`src/rtl/spi_pkg.sv`:
```
// Shared constants and FSM state type for the SPI slave command receiver.
package spi_pkg;

    localparam int ADDR_W_DEF = 6;
    localparam int DATA_W_DEF = 14;

    localparam int RW_BIT  = 7;
    localparam int RSV_BIT = 6;

    typedef enum logic [2:0] {
        IDLE,
        HDR,
        RD_FETCH,
        RD_ARM,
        RD_SHIFT,
        WR_DATA,
        WR_COMMIT,
        WAIT_CS
    } spi_state_e;

endpackage

```
`src/rtl/spi_sync_edge.sv`:
```
// Multi-flop synchroniser with rise/fall detection on the synced level.
module spi_sync_edge #(
    parameter int   STAGES  = 2,
    parameter logic RST_VAL = 1'b0
) (
    input  logic clk,
    input  logic rstn,
    input  logic din,
    output logic rise,
    output logic fall
);

    logic [STAGES-1:0] sync;
    logic              prev;

    always_ff @(posedge clk or negedge rstn) begin
        if (!rstn) begin
            sync <= {STAGES{RST_VAL}};
            prev <= RST_VAL;
        end else begin
            sync <= {sync[STAGES-2:0], din};
            prev <= sync[STAGES-1];
        end
    end

    assign rise = sync[STAGES-1] & ~prev;
    assign fall = ~sync[STAGES-1] & prev;

endmodule

```
`src/rtl/spi_slave_cmd_rx.sv`:
```
// SPI slave command front end: header decode, register read fetch for the
// MISO shifter, and write-word collection with a single commit strobe.
module spi_slave_cmd_rx
    import spi_pkg::*;
#(
    parameter int ADDR_W      = ADDR_W_DEF,
    parameter int DATA_W      = DATA_W_DEF,
    parameter int SYNC_STAGES = 2
) (
    input  logic              clk,
    input  logic              rstn,
    input  logic              sck,
    input  logic              cs,
    input  logic              mosi,
    output logic [DATA_W-1:0] in_p2s,
    output logic              head_flag,
    output logic [ADDR_W-1:0] reg_addr,
    output logic              reg_rd_en,
    input  logic [DATA_W-1:0] reg_rd_data,
    output logic              reg_wr_en,
    output logic [DATA_W-1:0] reg_wr_data,
    output logic              frame_err
);

    localparam int HDR_W = ADDR_W + 2;
    localparam int CNT_W = $clog2(DATA_W);

    spi_state_e state, state_nxt;

    logic sck_rise, sck_fall;
    logic cs_rise, cs_fall;
    logic [SYNC_STAGES-1:0] mosi_q;
    logic mosi_s;

    logic [DATA_W-2:0] shreg;
    logic [CNT_W-1:0]  cnt;
    logic [HDR_W-1:0]  hdr_word;
    logic [DATA_W-1:0] wr_word;
    logic hdr_last, wr_last;
    logic abort, rsv_hit;
    logic cs_early;

    spi_sync_edge #(.STAGES(SYNC_STAGES), .RST_VAL(1'b0)) u_sck (
        .clk  (clk),
        .rstn (rstn),
        .din  (sck),
        .rise (sck_rise),
        .fall (sck_fall)
    );

    // cs idles high, so its chain resets high to avoid a false edge
    spi_sync_edge #(.STAGES(SYNC_STAGES), .RST_VAL(1'b1)) u_cs (
        .clk  (clk),
        .rstn (rstn),
        .din  (cs),
        .rise (cs_rise),
        .fall (cs_fall)
    );

    always_ff @(posedge clk or negedge rstn) begin
        if (!rstn) begin
            mosi_q <= '0;
        end else begin
            mosi_q <= {mosi_q[SYNC_STAGES-2:0], mosi};
        end
    end

    assign mosi_s   = mosi_q[SYNC_STAGES-1];
    assign hdr_word = {shreg[HDR_W-2:0], mosi_s};
    assign wr_word  = {shreg, mosi_s};
    assign hdr_last = (state == HDR) && sck_rise
                   && (cnt == CNT_W'(HDR_W - 1));
    assign wr_last  = (state == WR_DATA) && sck_rise
                   && (cnt == CNT_W'(DATA_W - 1));
    assign rsv_hit  = hdr_last && !cs_rise && hdr_word[RSV_BIT];

    always_ff @(posedge clk or negedge rstn) begin
        if (!rstn) begin
            state <= IDLE;
        end else begin
            state <= state_nxt;
        end
    end

    always_comb begin
        state_nxt = state;
        abort     = 1'b0;
        unique case (state)
            IDLE: begin
                if (cs_fall) state_nxt = HDR;
            end
            HDR: begin
                if (cs_rise) begin
                    abort = 1'b1;
                end else if (hdr_last) begin
                    if (hdr_word[RSV_BIT])     state_nxt = WAIT_CS;
                    else if (hdr_word[RW_BIT]) state_nxt = RD_FETCH;
                    else                       state_nxt = WR_DATA;
                end
            end
            // first cycle issues the strobe, second captures the data
            RD_FETCH: begin
                if (cs_rise)         abort     = 1'b1;
                else if (!reg_rd_en) state_nxt = RD_ARM;
            end
            RD_ARM: begin
                if (cs_rise)       abort     = 1'b1;
                else if (sck_fall) state_nxt = RD_SHIFT;
            end
            RD_SHIFT: begin
                if (cs_rise) state_nxt = IDLE;
            end
            WR_DATA: begin
                if (wr_last)      state_nxt = WR_COMMIT;
                else if (cs_rise) abort     = 1'b1;
            end
            WR_COMMIT: begin
                state_nxt = (cs_early || cs_rise) ? IDLE : WAIT_CS;
            end
            WAIT_CS: begin
                if (cs_rise) state_nxt = IDLE;
            end
            default: state_nxt = IDLE;
        endcase
        if (abort) state_nxt = IDLE;
    end

    always_ff @(posedge clk or negedge rstn) begin
        if (!rstn) begin
            shreg       <= '0;
            cnt         <= '0;
            reg_addr    <= '0;
            in_p2s      <= '0;
            head_flag   <= 1'b0;
            reg_rd_en   <= 1'b0;
            reg_wr_en   <= 1'b0;
            reg_wr_data <= '0;
            frame_err   <= 1'b0;
            cs_early    <= 1'b0;
        end else begin
            reg_rd_en <= (state == HDR) && (state_nxt == RD_FETCH);
            reg_wr_en <= (state_nxt == WR_COMMIT);
            head_flag <= (state_nxt == RD_SHIFT);
            frame_err <= abort || rsv_hit;
            cs_early  <= wr_last && cs_rise;
            if (state == IDLE) begin
                shreg <= '0;
                cnt   <= '0;
            end else if (sck_rise
                         && (state == HDR || state == WR_DATA)) begin
                shreg <= {shreg[DATA_W-3:0], mosi_s};
                cnt   <= (hdr_last || wr_last) ? '0 : cnt + 1'b1;
            end
            if (hdr_last && !cs_rise) reg_addr <= hdr_word[ADDR_W-1:0];
            if (wr_last) reg_wr_data <= wr_word;
            if (state == RD_FETCH && state_nxt == RD_ARM) begin
                in_p2s <= reg_rd_data;
            end
        end
    end

endmodule
```
`config.mk`:
```
export PLATFORM = sky130hd
export DESIGN_NAME = spi_slave_cmd_rx
export DESIGN_NICKNAME = d
export VERILOG_FILES = /design/src/rtl/spi_pkg.sv /design/src/rtl/spi_sync_edge.sv /design/src/rtl/spi_slave_cmd_rx.sv
export SDC_FILE = /design/constraint.sdc
export NUM_CORES = 1
export LEC_CHECK = 0
export CELL_PAD_IN_SITES_DETAIL_PLACEMENT = 1
export CELL_PAD_IN_SITES_GLOBAL_PLACEMENT = 1
export CORE_UTILIZATION = 40
export CTS_CLUSTER_DIAMETER = 80
export DETAILED_ROUTE_END_ITERATION = 16
export PLACE_DENSITY = 0.87
export SLEW_MARGIN = 40
export SYNTH_ARGS = -nofsm -noshare
export SYNTH_HDL_FRONTEND = slang
export SYNTH_SLANG_ARGS = --single-unit
```
`constraint.sdc`:
```
create_clock -name clk -period 2.15 [get_ports clk]
set_input_delay 0.215 -clock clk [delete_from_list [all_inputs] [get_ports clk]]
set_output_delay 0.215 -clock clk [all_outputs]
set_load 0.005 [all_outputs]
```
Word-level counts from Yosys, hierarchy flattened
Index checks and enable logic that the tools add are counted.
{"block": "word_totals", "elab_cells": 79, "out_inout_bits": 38, "in_bits": 19, "reg_bits": 67}
{"block": "classes", "muxes": 22, "eq_ne": 13, "n_bitwise": 8, "n_addsub": 1, "n_reduce_logical": 19}
{"op": "two-way mux 3 bit", "count": 13}
{"op": "two-way mux 13 bit", "count": 2}
{"op": "case mux 3 bit (7 select lines)", "count": 1}
{"op": "== test 3 bit, second input constant", "count": 6}
{"op": "== test 3 x 2 -> 1 bit, second input constant", "count": 4}
{"op": "two-way mux 4 bit", "count": 3}
{"op": "logical AND 1 bit", "count": 10}
{"op": "adder 4 x 1 -> 4 bit, second input constant", "count": 1}
{"op": "AND 1 bit", "count": 4}
{"op": "== test 4 x 3 -> 1 bit, second input constant", "count": 1}
{"op": "== test 4 bit, second input constant", "count": 1}
{"op": "logical OR 1 bit", "count": 4}
{"op": "inverter 1 bit", "count": 4}
{"op": "== test 3 x 1 -> 1 bit, second input constant", "count": 1}
{"op": "zero test 3 bit", "count": 1}
{"op": "OR reduction 3 bit", "count": 1}
{"op": "two-way mux 1 bit", "count": 2}
{"op": "case mux 1 bit (2 select lines)", "count": 1}
{"op": "nonzero test 2 bit", "count": 1}
{"op": "OR reduction 2 bit", "count": 1}
{"op": "zero test 1 bit", "count": 1}

Depth between registers and ports, before layout
{"block": "depth", "word_depth": 10, "depth_mapped": 8, "mapped_depth_nobuf": 7}

Modules after synthesis
A second synthesis with hierarchy kept.
{"block": "unflattened", "cells_unflattened": 195, "area_unflattened_um2": 2795.2}
{"module": "spi_slave_cmd_rx", "n_inst": 1, "cells_each": 185, "seq_area_each_um2": 1526.5, "area_each_um2": 2611.3}
{"module": "spi_sync_edge (u_cs)", "n_inst": 1, "cells_each": 5, "seq_area_each_um2": 78.8, "area_each_um2": 93.8}
{"module": "spi_sync_edge (u_sck)", "n_inst": 1, "cells_each": 5, "seq_area_each_um2": 75.1, "area_each_um2": 90.1}

Least setup slack after synthesis
OpenSTA, ideal clock, no wires.
{"block": "synth_path", "kind": "reg-to-reg", "startpoint": "reg u_cs.sync[1]", "endpoint": "reg reg_rd_en", "setup_ps": 111, "path_stages_with_launch": 5, "path_slack_ps": 393, "path_buffers": 0, "t_arrival_ps": 1646, "synth_period_minus_slack_ps": 1757, "t_required_ps": 2039, "path_cell_list": "dfstp_2 -> or3b_1 -> a32o_1 -> a211o_1 -> a2111oi_2"}
{"block": "synth_via", "elab_chain_cells": 7, "word_cells_on_any_way": 17, "classes_between": "eq/ne: 1; mux: 11; bitwise: 3; reduce/logical: 2"}
{"element": "start, declared", "line_no": "spi_sync_edge.sv:13", "text": "logic [STAGES-1:0] sync;"}
{"element": "start signal, assigned", "line_no": "spi_sync_edge.sv:18", "text": "sync <= {STAGES{RST_VAL}};"}
{"element": "start signal, assigned", "line_no": "spi_sync_edge.sv:21", "text": "sync <= {sync[STAGES-2:0], din};"}
{"element": "AND 1 bit / inverter 1 bit (equally long branches)", "line_no": "spi_sync_edge.sv:26, spi_sync_edge.sv:27"}
{"element": "logical OR 1 bit, or another cell as far along", "line_no": "spi_slave_cmd_rx.sv:118", "text": "state_nxt = (cs_early || cs_rise) ? IDLE : WAIT_CS;"}
{"element": "two-way mux 3 bit, or another cell as far along", "line_no": "spi_slave_cmd_rx.sv:118"}
{"element": "case mux 3 bit (7 select lines) / case mux 1 bit (2 select lines) (equally long branches)", "line_no": "spi_slave_cmd_rx.sv:88", "text": "unique case (state)"}
{"element": "two-way mux 3 bit *", "line_no": "spi_slave_cmd_rx.sv:125", "text": "if (abort) state_nxt = IDLE;"}
{"element": "== test 3 x 2 -> 1 bit *", "line_no": "spi_slave_cmd_rx.sv:141", "text": "reg_rd_en <= (state == HDR) && (state_nxt == RD_FETCH);"}
{"element": "logical AND 1 bit *", "line_no": "spi_slave_cmd_rx.sv:141"}
{"element": "end signal, assigned", "line_no": "spi_slave_cmd_rx.sv:141"}
{"element": "end, declared", "line_no": "spi_slave_cmd_rx.sv:18", "text": "output logic reg_rd_en,"}
Mark *: on every way between the ends. The rest lies on a longest branch, timed or not.
A chain may end at the register's enable or synchronous reset.

Worst setup path in the final report
{"block": "layout_path", "startpoint": "reg state[0]", "endpoint": "reg reg_rd_en"}
{"block": "layout_via", "elab_chain_cells": 9, "word_cells_on_any_way": 29, "classes_between": "eq/ne: 8; mux: 13; reduce/logical: 8"}
{"element": "start, declared", "line_no": "spi_slave_cmd_rx.sv:28", "text": "spi_state_e state, state_nxt;"}
{"element": "start signal, assigned", "line_no": "spi_slave_cmd_rx.sv:81", "text": "state <= state_nxt;"}
{"element": "== test 3 x 1 -> 1 bit", "line_no": "spi_slave_cmd_rx.sv:71, spi_slave_cmd_rx.sv:88, spi_slave_cmd_rx.sv:141"}
{"element": "logical AND 1 bit", "line_no": "spi_slave_cmd_rx.sv:71", "text": "assign hdr_last = (state == HDR) && sck_rise"}
{"element": "logical AND 1 bit", "line_no": "spi_slave_cmd_rx.sv:72", "text": "&& (cnt == CNT_W'(HDR_W - 1));"}
{"element": "two-way mux 3 bit", "line_no": "spi_slave_cmd_rx.sv:95", "text": "end else if (hdr_last) begin"}
{"element": "two-way mux 3 bit", "line_no": "spi_slave_cmd_rx.sv:93", "text": "if (cs_rise) begin"}
{"element": "case mux 3 bit (7 select lines)", "line_no": "spi_slave_cmd_rx.sv:88"}
{"element": "two-way mux 3 bit", "line_no": "spi_slave_cmd_rx.sv:125"}
{"element": "== test 3 x 2 -> 1 bit", "line_no": "spi_slave_cmd_rx.sv:141"}
{"element": "logical AND 1 bit *", "line_no": "spi_slave_cmd_rx.sv:141"}
Marks and branches as above.

==> metrics.csv <==
stage,metric,value,unit
run_status,status,"complete, no violations",
clocking,cts.repair.resized,0,
drt,vias_per_cell,5.36,
synth,synth.avg_cell_area,12.0,sq um
floorplanning,dieArea,7130,sq um
timing,fin_tns_setup,0,ns
synth,synthesis.nets,247,
critical_path,worstPathCellList,"and4bb_2, buf_4, nand2_2, inv_1, nor3_1, a2111oi_2",
critical_path,slowest_delay,0.60,ns
floorplanning,die_w,84.4,um
cells_and_area,final_layout_size_suffix_gt1_frac,0.191,
synth,yosysUniqueCellTypes,40,
floorplanning,fp-row-count,29,
global_route,overflow,0,
pwr,powerDensity,709,nW/um^2
timing,clock_skew,0.00541,ns
critical_path,arrival,2.20,ns
timing,timing.slew.headroom,0.562,
cells_and_area,multi_input_area,971,sq um
drt,drc,0,
critical_path,slowest_stage,dfrtp_1,
floorplanning,die_h,84.4,um
synth,netlist_area,2720,sq um
global_route,grt_pass1_wl,11800,um
placed_design,gp_congestion,0.846,
clocking,clock_latency,0.35,ns
placed_design,io_buffers,56,
global_route,antenna_found_initial,0,
timing,rsz0062_at_grt,false,
critical_path,cp-start-kind,flip-flop,
cells_and_area,antenna_cells,0,
drt,dr.pass1.iters,4,
cells_and_area,regArea,1680,sq um
drt,wirelength,7150,um
clocking,h-tree-depth,3,
flow_run,maxCapViolations,0,
timing,slew_viol_final,0,
pwr,power.leakage,0.00171,uW
clocking,path_clk_slew,0.07,ns
clocking,cts_tree,built,
clocking,cts_root_buffer,clkbuf_8,
clocking,clock_path_buffers,2,
clocking,cts.sinks,67,
drt,route.antenna.remaining_nets,0,
placed_design,hpwlAfterDp,4580,um
drt,via_count,2017,
critical_path,crit_path_end_kind,flip-flop,
clocking,cts_inserted_buffers,9,
timing,period_needed,1.97,ns
synth,syn_inst,226,
cells_and_area,n_fill_cell,675,
critical_path,critPathKind,flip-flop to flip-flop,
drt,drtIter0Drc,117,
critical_path,required,2.38,ns
cells_and_area,area_delta_synth_final,33.0,%
cells_and_area,fin_cells,376,
synth,ys_warn_count,0,
synth,ys_seq_area_frac,0.618,
global_route,grt_max_degree,30,
placed_design,dpl.cell_count,359,
drt,routedWlPerCell,19.0,um
critical_path,r2r_slack,0.18,ns
timing,finalSetupViolCount,0,
cells_and_area,final_nets,315,
critical_path,crit_fanout,18,
timing,hold_viol_final,0,
global_route,grt_pass1_vias,2267,
timing,post-route-period-util,0.917,
timing,fmax,507,MHz
floorplanning,initial_utilization,0.421,
synth,ys_seq_elements,67,
floorplanning,core_area,6460,sq um
pwr,ir_drop,0.457,mV
worst_hold_path,hp-class,input port to flip-flop,
timing,tightest_slew,0.657,ns
floorplanning,io_pins,57,
clocking,post-cts-setup-buffer-count,0,
global_route,track_usage,0.225,
cell usage after synthesis:
master     count  share of area
dfrtp_1       64           0.59
nand2_1       46          0.064
mux2_2        20          0.083
a22o_1        14          0.045
nor2_1         8          0.011
nand2b_1       7          0.016
nor2b_1        7          0.016
o21ai_0        7          0.013
a21oi_1        5         0.0092
buf_2          5         0.0092
nor3_1         4         0.0074
dfstp_2        3          0.029
inv_1          3         0.0041
nand3_1        3         0.0055
a211o_1        2         0.0064
a32o_1         2         0.0074
buf_4          2         0.0055
ha_1           2         0.0092
a2111oi_2      1         0.0055
a21o_1         1         0.0028
a221o_1        1         0.0037
a22oi_1        1         0.0028
a311oi_1       1         0.0032
and3b_4        1         0.0046
and4_1         1         0.0032
and4bb_2       1         0.0046
buf_1          1         0.0014
buf_6          1         0.0041
clkbuf_1       1         0.0014
nand2_2        1         0.0023
nand3b_1       1         0.0028
nand4bb_1      1         0.0041
nor3_2         1         0.0037
nor4_2         1         0.0046
o211ai_1       1         0.0028
o21ai_1        1         0.0018
o21bai_1       1         0.0028
o31ai_1        1         0.0028
or2_2          1         0.0023
or3b_1         1         0.0032
kinds of logic (layout without fill, tap and decap cells):
family,Yosys count,count (layout),synth area share
buffers and inverters,13,86,0.0258
and+or+nand+nor,85,85,0.155
muxes,20,20,0.0828
AOI/OAI and AO/OA,39,39,0.109
adders and majority gates,2,2,0.00920
DFF,67,67,0.618
critical path: cells and delay by family (launching register included):
kind	cells	cell delay, ns
flip-flops	1	0.60
AND/OR/NAND/NOR	3	0.57
buffers and inverters	2	0.35
AO/OA/AOI/OAI	1	0.33
cells in the final DEF, fill, tap and decap left out, drive strengths merged, types with 2 or more instances in the layout:
| cell | Yosys | final |
|---|---|---|
| dfrtp | 64 | 64 |
| clkdlybuf4s50 | 0 | 55 |
| nand2 | 47 | 47 |
| mux2 | 20 | 20 |
| a22o | 14 | 14 |
| clkbuf | 1 | 12 |
| buf | 9 | 11 |
| o21ai | 8 | 8 |
| nor2 | 8 | 8 |
| nor2b | 7 | 7 |
| nand2b | 7 | 7 |
| a21oi | 5 | 5 |
| nor3 | 5 | 5 |
| inv | 3 | 3 |
| nand3 | 3 | 3 |
| dfstp | 3 | 3 |
| clkinv | 0 | 3 |
| a211o | 2 | 2 |
| a32o | 2 | 2 |
| ha | 2 | 2 |
metrics by stage:
stage	utilization	power (uW)	hold WS [ns]	setup slack, ns	instance area [sq um]
final	0.560	2560	0.270	0.179	3620
after floorplan	-	1410	-0.0806	0.393	2720
after detailed placement	0.527	1490	0.285	0.191	3400
after CTS	0.560	2580	0.266	0.170	3620
after global placement	0.526	1480	0.268	0.263	3400
after global routing	0.560	2660	0.270	0.0391	3620
path summary, 6_finish.rpt:
kind	from	end	cells after the start
setup reg to reg	state[0]	reg_rd_en	6
hold / removal	cs	u_cs.sync[0]	1
min in group asynchronous	rstn	reg_wr_en	2
hold reg to reg	u_cs.sync[0]	u_cs.sync[1]	0
setup / recovery	state[0]	reg_rd_en	6
max in group asynchronous	rstn	reg_wr_data[1]	3
sequential cells by signal (all words and copies together) (netlist names):
name / flops
u_sck.prev: 1
u_cs.prev: 1
head_flag: 1
reg_addr: 6
reg_wr_en: 1
in_p2s: 14
frame_err: 1
u_cs.sync: 2
state: 3
cs_early: 1
u_sck.sync: 2
cnt: 4
reg_wr_data: 14
mosi_q: 2
shreg: 13
reg_rd_en: 1
power by group:
group / switching, uW / internal (uW) / leakage [uW] / total (uW)
Sequential: 25.8 / 1280 / 0.000913 / 1300
Combinational: 96.6 / 71.7 / 0.000692 / 168
Clock: 495 / 598 / 0.000106 / 1090
per-layer routing:
layer,vias to the layer above,part of all wire,track usage
li1,923,-,-
met3,16,0.047,0.0492
met4,0,0.023,0.103
met1,1013,0.42,0.267
met5,-,0,0
met2,65,0.52,0.392
timing repair:
item / 4_1_cts / 5_1_grt
setup endpoints to repair: 0 / 0
hold buffers: 1 / 0
endpoints found under the hold margin: 21 / 0
layout make-up:
type | count | area share
clock buffers | 12 | 0.0429
well taps | 77 | 0.0266
repair buffers | 67 | 0.181
multi-input cells | 146 | 0.269
flip-flops and latches | 67 | 0.465
inverters | 3 | 0.00311
clock inverters | 4 | 0.0135
No activity file was read; power rests on OpenSTA's default activity.
